**src/rtl/spi_cfg_controller_if.sv**
```systemverilog
// Requester-side bundle of the SPI configuration controller: two write
// requesters, abort, and completion status.
interface spi_cfg_controller_if;
  logic [1:0] req_valid;
  logic [1:0] req_ready;
  logic [6:0] req0_addr;
  logic [7:0] req0_data;
  logic [6:0] req1_addr;
  logic [7:0] req1_data;
  logic       abort;
  logic       busy;
  logic       done;
  logic       done_id;

  modport master (
    output req_valid, req0_addr, req0_data, req1_addr, req1_data, abort,
    input  req_ready, busy, done, done_id
  );

  modport slave (
    input  req_valid, req0_addr, req0_data, req1_addr, req1_data, abort,
    output req_ready, busy, done, done_id
  );
endinterface

```
**src/rtl/spi_cfg_controller.sv**
```systemverilog
// Mode-0 SPI write controller for the peripheral register file: two requesters
// arbitrated round-robin, one 16-bit {1, addr[6:0], data[7:0]} frame per accept.
//
// state | meaning
// IDLE  | waiting for a request; req_ready offered here only
// LEAD  | ncs low, sclk low, first bit on copi (CS_SETUP cycles)
// LOW   | sclk low half-period, current bit on copi (CLK_DIV cycles)
// HIGH  | sclk high half-period, peripheral samples (CLK_DIV cycles)
// TRAIL | ncs held low after the last sclk fall (CLK_DIV cycles)
// GAP   | ncs high before the next accept (CS_IDLE cycles)
module spi_cfg_controller #(
  parameter int CLK_DIV  = 4,
  parameter int CS_SETUP = 4,
  parameter int CS_IDLE  = 4
) (
  input  logic                  clk,
  input  logic                  rst_n,
  spi_cfg_controller_if.slave   bus,
  output logic                  spi_ncs,
  output logic                  spi_copi,
  output logic                  spi_sclk
);

  typedef enum logic [2:0] {IDLE, LEAD, LOW, HIGH, TRAIL, GAP} state_t;

  localparam logic [7:0] DIV_LD   = 8'(CLK_DIV - 1);
  localparam logic [7:0] SETUP_LD = 8'(CS_SETUP - 1);
  localparam logic [7:0] IDLE_LD  = 8'(CS_IDLE - 1);

  state_t      state_q;
  logic [7:0]  cnt_q;
  logic [3:0]  bit_q;
  logic [15:0] shift_q;
  logic [1:0]  ready_q;
  logic        last_grant_q;
  logic        ncs_q, copi_q, sclk_q, busy_q, done_q, done_id_q;

  logic        grant_d;
  logic [1:0]  offer_d;
  logic        take_d;
  logic [15:0] frame_d;
  logic        abort_d;

  always_comb begin
    grant_d = (bus.req_valid == 2'b11) ? ~last_grant_q : bus.req_valid[1];
    offer_d = 2'b00;
    if (bus.req_valid != 2'b00) offer_d = grant_d ? 2'b10 : 2'b01;
    take_d  = (bus.req_valid & ready_q) != 2'b00;
    frame_d = ready_q[1] ? {1'b1, bus.req1_addr, bus.req1_data}
                         : {1'b1, bus.req0_addr, bus.req0_data};
    abort_d = bus.abort && (state_q != IDLE) && (state_q != GAP);
  end

  always_ff @(posedge clk or negedge rst_n) begin
    if (!rst_n) begin
      state_q      <= IDLE;
      cnt_q        <= 8'd0;
      bit_q        <= 4'd0;
      shift_q      <= 16'd0;
      ready_q      <= 2'b00;
      last_grant_q <= 1'b1;
      ncs_q        <= 1'b1;
      copi_q       <= 1'b0;
      sclk_q       <= 1'b0;
      busy_q       <= 1'b0;
      done_q       <= 1'b0;
      done_id_q    <= 1'b0;
    end else begin
      ready_q <= 2'b00;
      done_q  <= 1'b0;
      if (abort_d) begin
        state_q <= GAP;
        cnt_q   <= IDLE_LD;
        ncs_q   <= 1'b1;
        sclk_q  <= 1'b0;
        copi_q  <= 1'b0;
      end else begin
        unique case (state_q)
          IDLE: begin
            // ready is offered one cycle ahead so the accept itself is registered
            if (take_d) begin
              state_q      <= LEAD;
              cnt_q        <= SETUP_LD;
              bit_q        <= 4'd0;
              shift_q      <= frame_d;
              last_grant_q <= ready_q[1];
              ncs_q        <= 1'b0;
              sclk_q       <= 1'b0;
              copi_q       <= 1'b1;
              busy_q       <= 1'b1;
            end else if (ready_q == 2'b00) begin
              ready_q <= offer_d;
            end
          end
          LEAD: begin
            if (cnt_q == 8'd0) begin
              state_q <= LOW;
              cnt_q   <= DIV_LD;
            end else cnt_q <= cnt_q - 8'd1;
          end
          LOW: begin
            if (cnt_q == 8'd0) begin
              state_q <= HIGH;
              cnt_q   <= DIV_LD;
              sclk_q  <= 1'b1;
            end else cnt_q <= cnt_q - 8'd1;
          end
          HIGH: begin
            if (cnt_q == 8'd0) begin
              cnt_q   <= DIV_LD;
              sclk_q  <= 1'b0;
              shift_q <= {shift_q[14:0], 1'b0};
              if (bit_q == 4'd15) begin
                state_q <= TRAIL;
              end else begin
                state_q <= LOW;
                bit_q   <= bit_q + 4'd1;
                copi_q  <= shift_q[14];
              end
            end else cnt_q <= cnt_q - 8'd1;
          end
          TRAIL: begin
            if (cnt_q == 8'd0) begin
              state_q   <= GAP;
              cnt_q     <= IDLE_LD;
              ncs_q     <= 1'b1;
              copi_q    <= 1'b0;
              done_q    <= 1'b1;
              done_id_q <= last_grant_q;
            end else cnt_q <= cnt_q - 8'd1;
          end
          GAP: begin
            if (cnt_q == 8'd0) begin
              state_q <= IDLE;
              busy_q  <= 1'b0;
              ready_q <= offer_d;
            end else cnt_q <= cnt_q - 8'd1;
          end
          default: state_q <= IDLE;
        endcase
      end
    end
  end

  assign bus.req_ready = ready_q;
  assign bus.busy      = busy_q;
  assign bus.done      = done_q;
  assign bus.done_id   = done_id_q;
  assign spi_ncs       = ncs_q;
  assign spi_copi      = copi_q;
  assign spi_sclk      = sclk_q;

endmodule

```
**src/flat_wrapper.sv**
```systemverilog
// flat-port wrapper written by rule: the top's interface ports become plain ports
module spi_cfg_controller_flat 
#(
  parameter int CLK_DIV  = 4,
  parameter int CS_SETUP = 4,
  parameter int CS_IDLE  = 4
)
  (clk, rst_n, spi_ncs, spi_copi, spi_sclk, bus_req_valid, bus_req0_addr, bus_req0_data, bus_req1_addr, bus_req1_data, bus_abort, bus_req_ready, bus_busy, bus_done, bus_done_id);
  spi_cfg_controller_if bus_i ();
  input  logic clk;
  input  logic rst_n;
  output logic spi_ncs;
  output logic spi_copi;
  output logic spi_sclk;
  input wire logic [$bits(bus_i.req_valid)-1:0] bus_req_valid;
  input wire logic [$bits(bus_i.req0_addr)-1:0] bus_req0_addr;
  input wire logic [$bits(bus_i.req0_data)-1:0] bus_req0_data;
  input wire logic [$bits(bus_i.req1_addr)-1:0] bus_req1_addr;
  input wire logic [$bits(bus_i.req1_data)-1:0] bus_req1_data;
  input wire logic [$bits(bus_i.abort)-1:0] bus_abort;
  output wire logic [$bits(bus_i.req_ready)-1:0] bus_req_ready;
  output wire logic [$bits(bus_i.busy)-1:0] bus_busy;
  output wire logic [$bits(bus_i.done)-1:0] bus_done;
  output wire logic [$bits(bus_i.done_id)-1:0] bus_done_id;
  assign bus_i.req_valid = bus_req_valid;
  assign bus_i.req0_addr = bus_req0_addr;
  assign bus_i.req0_data = bus_req0_data;
  assign bus_i.req1_addr = bus_req1_addr;
  assign bus_i.req1_data = bus_req1_data;
  assign bus_i.abort = bus_abort;
  assign bus_req_ready = bus_i.req_ready;
  assign bus_busy = bus_i.busy;
  assign bus_done = bus_i.done;
  assign bus_done_id = bus_i.done_id;
  spi_cfg_controller #(.CLK_DIV(CLK_DIV), .CS_SETUP(CS_SETUP), .CS_IDLE(CS_IDLE)) u_core (.clk(clk), .rst_n(rst_n), .bus(bus_i), .spi_ncs(spi_ncs), .spi_copi(spi_copi), .spi_sclk(spi_sclk));
endmodule
```
**config.mk**
```make
export PLATFORM = sky130hd
export DESIGN_NAME = spi_cfg_controller_flat
export DESIGN_NICKNAME = d
export VERILOG_FILES = /design/src/rtl/spi_cfg_controller_if.sv /design/src/rtl/spi_cfg_controller.sv /design/src/flat_wrapper.sv
export SDC_FILE = /design/constraint.sdc
export NUM_CORES = 1
export LEC_CHECK = 0
export CORE_ASPECT_RATIO = 0.8
export CORE_MARGIN = 2
export CORE_UTILIZATION = 52
export DETAILED_ROUTE_END_ITERATION = 6
export PLACE_DENSITY_LB_ADDON = 0.2
export SYNTH_ARGS = -nofsm -noshare
export SYNTH_HDL_FRONTEND = slang
export SYNTH_SLANG_ARGS = --single-unit
```
**constraint.sdc**
```tcl
create_clock -name clk -period 3.05 [get_ports clk]
set_input_delay 0.305 -clock clk [delete_from_list [all_inputs] [get_ports clk]]
set_output_delay 0.305 -clock clk [all_outputs]
set_load 0.01 [all_outputs]
```
==> parameters.txt <==
Parameter                              Value

GRT
  GRT Residual Overflow ... 0
  GRT Util Overall ... 21.40%
  Number of antenna violations at the first check in global routing ... 0
  Maximum number of pins on one net before global-route repair ... 40
  Vias in the first global route ... 1878
  Global-route wire length before repair ... 8.314 mm

STA
  Shortest period the worst path allows ... around 2.4 ns
  Headroom to the max-slew limit ... 43.97%
  Post-route fraction of the period consumed by the critical path ... 77.93%
  Upper clock frequency limit ... approximately 0.42 GHz
  Endpoints failing setup ... 0
  Tightest Pin Transition ... 0.8404 ns
  Clock skew ... around 0.0047 ns
  Sum Neg Setup Slack ... 0 ns
  Count of pins over their slew limit ... 0
  Number of hold violations in the final report ... 0
  Setup repair after global routing missed its margin ... false

Pwr
  Pwr Total ... 1727 uW
  Leakage power figure ... roughly 0.0012 uW
  Worst VDD drop ... between 0.0005 and 0.0006 V
  PwrDens ... 626.3 nW/um2

CTS
  Clock input transition at the sequential cells of the worst setup and hold paths ... 0.07 ns
  TritonCTS clock tree ... yes
  Clk root buf ... sky130_fd_sc_hd__clkbuf_8
  CTS sink count ... 39
  Clock buffer depth ... 2
  Number of clock buffers inserted by TritonCTS ... 5
  H-tree depth ... 2
  Latest clock arrival within the worst-skew pair ... 0.29 ns
  Total setup buffers inserted after CTS ... 0
  Count of cells resized by post-cts repair ... 0
  Hold-fix buffer count after cts ... 0

Logic synthesis
  Main synth FF type ... sky130_fd_sc_hd__dfrtp_1
  Cells after synthesis ... 251
  Count of cell types in the netlist ... 52
  Number of synthesized flops with an enable pin ... 0
  Total number of yosys warnings ... 0
  Seq/Total Area, Yosys ... 43.57%
  Mapped Area ... 2246 um2
  Net count after synthesis ... 288
  FF+latch count, synth ... 39
  Post-synthesis area per instance ... 8.948 um2
  Share of async-settable or async-resettable flops after synthesis ... 100.0%

Critical path
  Bufs and invs on worst path ... 0
  CP Max Fanout ... 8
  Critical path data required time ... ~3.2 ns
  Type of the worst setup path ... reg2reg
  Critical path's largest stage delay ... between 0.5 and 0.6 ns
  Cells traversed along the worst timing path ... or4_4 -> or3_1 -> o211a_4 -> nor2b_4 -> a221o_1
  Slowest cell on the critical path ... sky130_fd_sc_hd__or4_4
  Largest delay contributor family on the critical path ... simple AND/OR/NAND/NOR gates
  Worst Setup Start Kind ... register
  Crit path capture type ... register
  Arrival time reported for the critical path endpoint ... approximately 2.5 ns

Run
  Number of max-cap violations ... 0

Route
  Routed Wire Length ... between 4 and 5 mm
  Via density per instance ... 5.525
  Initial drt markers ... 117
  DRC violations left ... 0
  Number of optimization iterations in the first detailed-route pass ... 4
  Wire length per cell ... 13.32 um
  Antenna Nets Post-Route ... 0
  Count of vias placed by the detailed router ... roughly 1900

Place
  Cell area reported after detailed placement ... 2676 um2
  Total instance count after detailed placement ... ~340
  Final GP Congestion ... 0.8762
  IO buf count ... 42
  Final HPWL DP ... 3.391 mm

Finish
  Number of diodes ... 0
  Layout Utilization ... 66.01%
  Area of all placed cells without fillers ... between 2000 and 3000 um2
  Number of nets in the layout ... 324
  Count of placed standard cells in the final layout, fillers left out ... 345
  Relative area change from synthesis to final layout ... 22.79%
  Fillers ... 346
  Fraction of layout instances using a drive strength above 1 ... 7.639%

Floorplanning
  Die footprint ... just under 5000 um2
  Floorplan core area ... 4178 um2
  Die Span X ... 77.48 um
  Row cnt ... 21
  I/O pin count ... 43
  Initial cell density of the core ... 53.76%
  Height of the die ... 62.78 um

Run status
  Outcome ... finished clean

Worst hold path
  Worst Hold Class ... in2async
cells by family (layout without fill, tap and decap cells):
logic type / count (synthesis) / count (layout) / synth area share [%]
multiplexers: 19 / 19 / 8.635
AO/OA/AOI/OAI: 78 / 78 / 22.17
buffers and inverters: 27 / 64 / 5.515
flip-flops: 39 / 39 / 43.57
AND/OR/NAND/NOR: 86 / 86 / 19.00
adder cells (fa/ha/maj): 2 / 2 / 1.114
Yosys cell counts (2+ instances only):
master	n	area (um2)
sky130_fd_sc_hd__a21o_1	3	22.52
sky130_fd_sc_hd__dfrtp_1	37	925.9
sky130_fd_sc_hd__buf_1	2	7.510
sky130_fd_sc_hd__inv_1	10	37.54
sky130_fd_sc_hd__ha_1	2	25.02
sky130_fd_sc_hd__nand4_1	2	12.51
sky130_fd_sc_hd__o31ai_1	2	15.01
sky130_fd_sc_hd__o311ai_0	3	26.28
sky130_fd_sc_hd__clkbuf_1	12	45.04
sky130_fd_sc_hd__nand2_1	30	112.6
sky130_fd_sc_hd__o21ai_0	25	125.1
sky130_fd_sc_hd__nor2_1	19	71.32
sky130_fd_sc_hd__or3_1	2	12.51
sky130_fd_sc_hd__dfstp_2	2	52.55
sky130_fd_sc_hd__a221oi_1	2	17.52
sky130_fd_sc_hd__mux2_2	3	33.78
sky130_fd_sc_hd__nor3_1	6	30.03
sky130_fd_sc_hd__a22oi_1	5	37.54
sky130_fd_sc_hd__nand3_1	6	30.03
sky130_fd_sc_hd__a211oi_1	2	15.01
sky130_fd_sc_hd__a21oi_1	22	110.1
sky130_fd_sc_hd__nor2b_1	4	25.02
sky130_fd_sc_hd__buf_6	3	33.78
sky130_fd_sc_hd__mux2i_1	16	160.2
sky130_fd_sc_hd__and3_1	2	12.51
sky130_fd_sc_hd__nand2b_1	3	18.77
worst paths after layout:
path | startpoint | to | cells past startpoint | slack (ns)
max in group asynchronous | rst_n | u_core.cnt_q[5]$_DFFE_PN0P_ | 1 | 2.40
max reg2reg | u_core.cnt_q[4]$_DFFE_PN0P_ | u_core.cnt_q[4]$_DFFE_PN0P_ | 5 | 0.67
min | rst_n | u_core.spi_sclk$_DFFE_PN0P_ | 1 | 0.12
min in group clk | u_core.cnt_q[0]$_DFFE_PN0P_ | u_core.cnt_q[0]$_DFFE_PN0P_ | 1 | 0.48
min reg2reg | u_core.cnt_q[0]$_DFFE_PN0P_ | u_core.cnt_q[0]$_DFFE_PN0P_ | 1 | 0.48
max | u_core.cnt_q[4]$_DFFE_PN0P_ | u_core.cnt_q[4]$_DFFE_PN0P_ | 5 | 0.67
registers in the layout, indices dropped and copies added (netlist names):
register	count
u_core.shift_q	15
u_core.cnt_q	8
u_core.bit_q	4
u_core.state_q	3
u_core.bus.req_ready	2
u_core.bus.busy	1
u_core.bus.done	1
u_core.bus.done_id	1
u_core.last_grant_q	1
u_core.spi_copi	1
u_core.spi_ncs	1
u_core.spi_sclk	1
layer usage:
layer | share of wire [%] | GRT usage (%) | vias to the layer above
met2 | 44 | 31.63 | 47
met3 | 5.2 | 4.769 | 5
li1 | - | - | 977
met1 | 50 | 30.79 | 877
met4 | 1.1 | 7.813 | 0
met5 | 0 | 0 | -
metrics by stage:
step	setup slack (ns)	hold slack [ns]
after floorplan	0.7955	0.009409
after global placement	0.7048	0.4600
after detailed placement	0.6383	0.4637
after CTS	0.6767	0.1511
after global routing	0.5267	0.1851
final	0.6732	0.1186
where the power goes:
part / total (uW) / switching (uW) / internal [uW]
clock: 326 / 166 / 160
combinational: 633 / 312 / 321
sequential: 768 / 140 / 627
total: 1730 / 618 / 1110
placed cells by master, fill, tap and decap left out, types with 4 or more instances in the layout:
cell type	n
sky130_fd_sc_hd__nand2_1	30
sky130_fd_sc_hd__clkbuf_8	5
sky130_fd_sc_hd__mux2i_1	16
sky130_fd_sc_hd__o21ai_0	25
sky130_fd_sc_hd__nor3_1	6
sky130_fd_sc_hd__inv_1	10
sky130_fd_sc_hd__nand3_1	6
sky130_fd_sc_hd__clkdlybuf4s50_1	41
sky130_fd_sc_hd__a22oi_1	5
sky130_fd_sc_hd__dfrtp_1	37
sky130_fd_sc_hd__nor2_1	19
sky130_fd_sc_hd__a21oi_1	22
sky130_fd_sc_hd__buf_4	4
sky130_fd_sc_hd__nor2b_1	4
cell type report:
class / count / area, um2 / share of cell area [%]
Clock inverter: 1 / 5.005 / 0.1815
Multi-Input combinational cell: 185 / 1144 / 41.47
Tap cell: 57 / 71.32 / 2.586
Inverter: 10 / 37.54 / 1.361
Clock buffer: 7 / 76.32 / 2.768
Sequential cell: 39 / 978.4 / 35.48
Timing Repair Buffer: 46 / 445.4 / 16.15
Power figures use the tool's default switching activity.
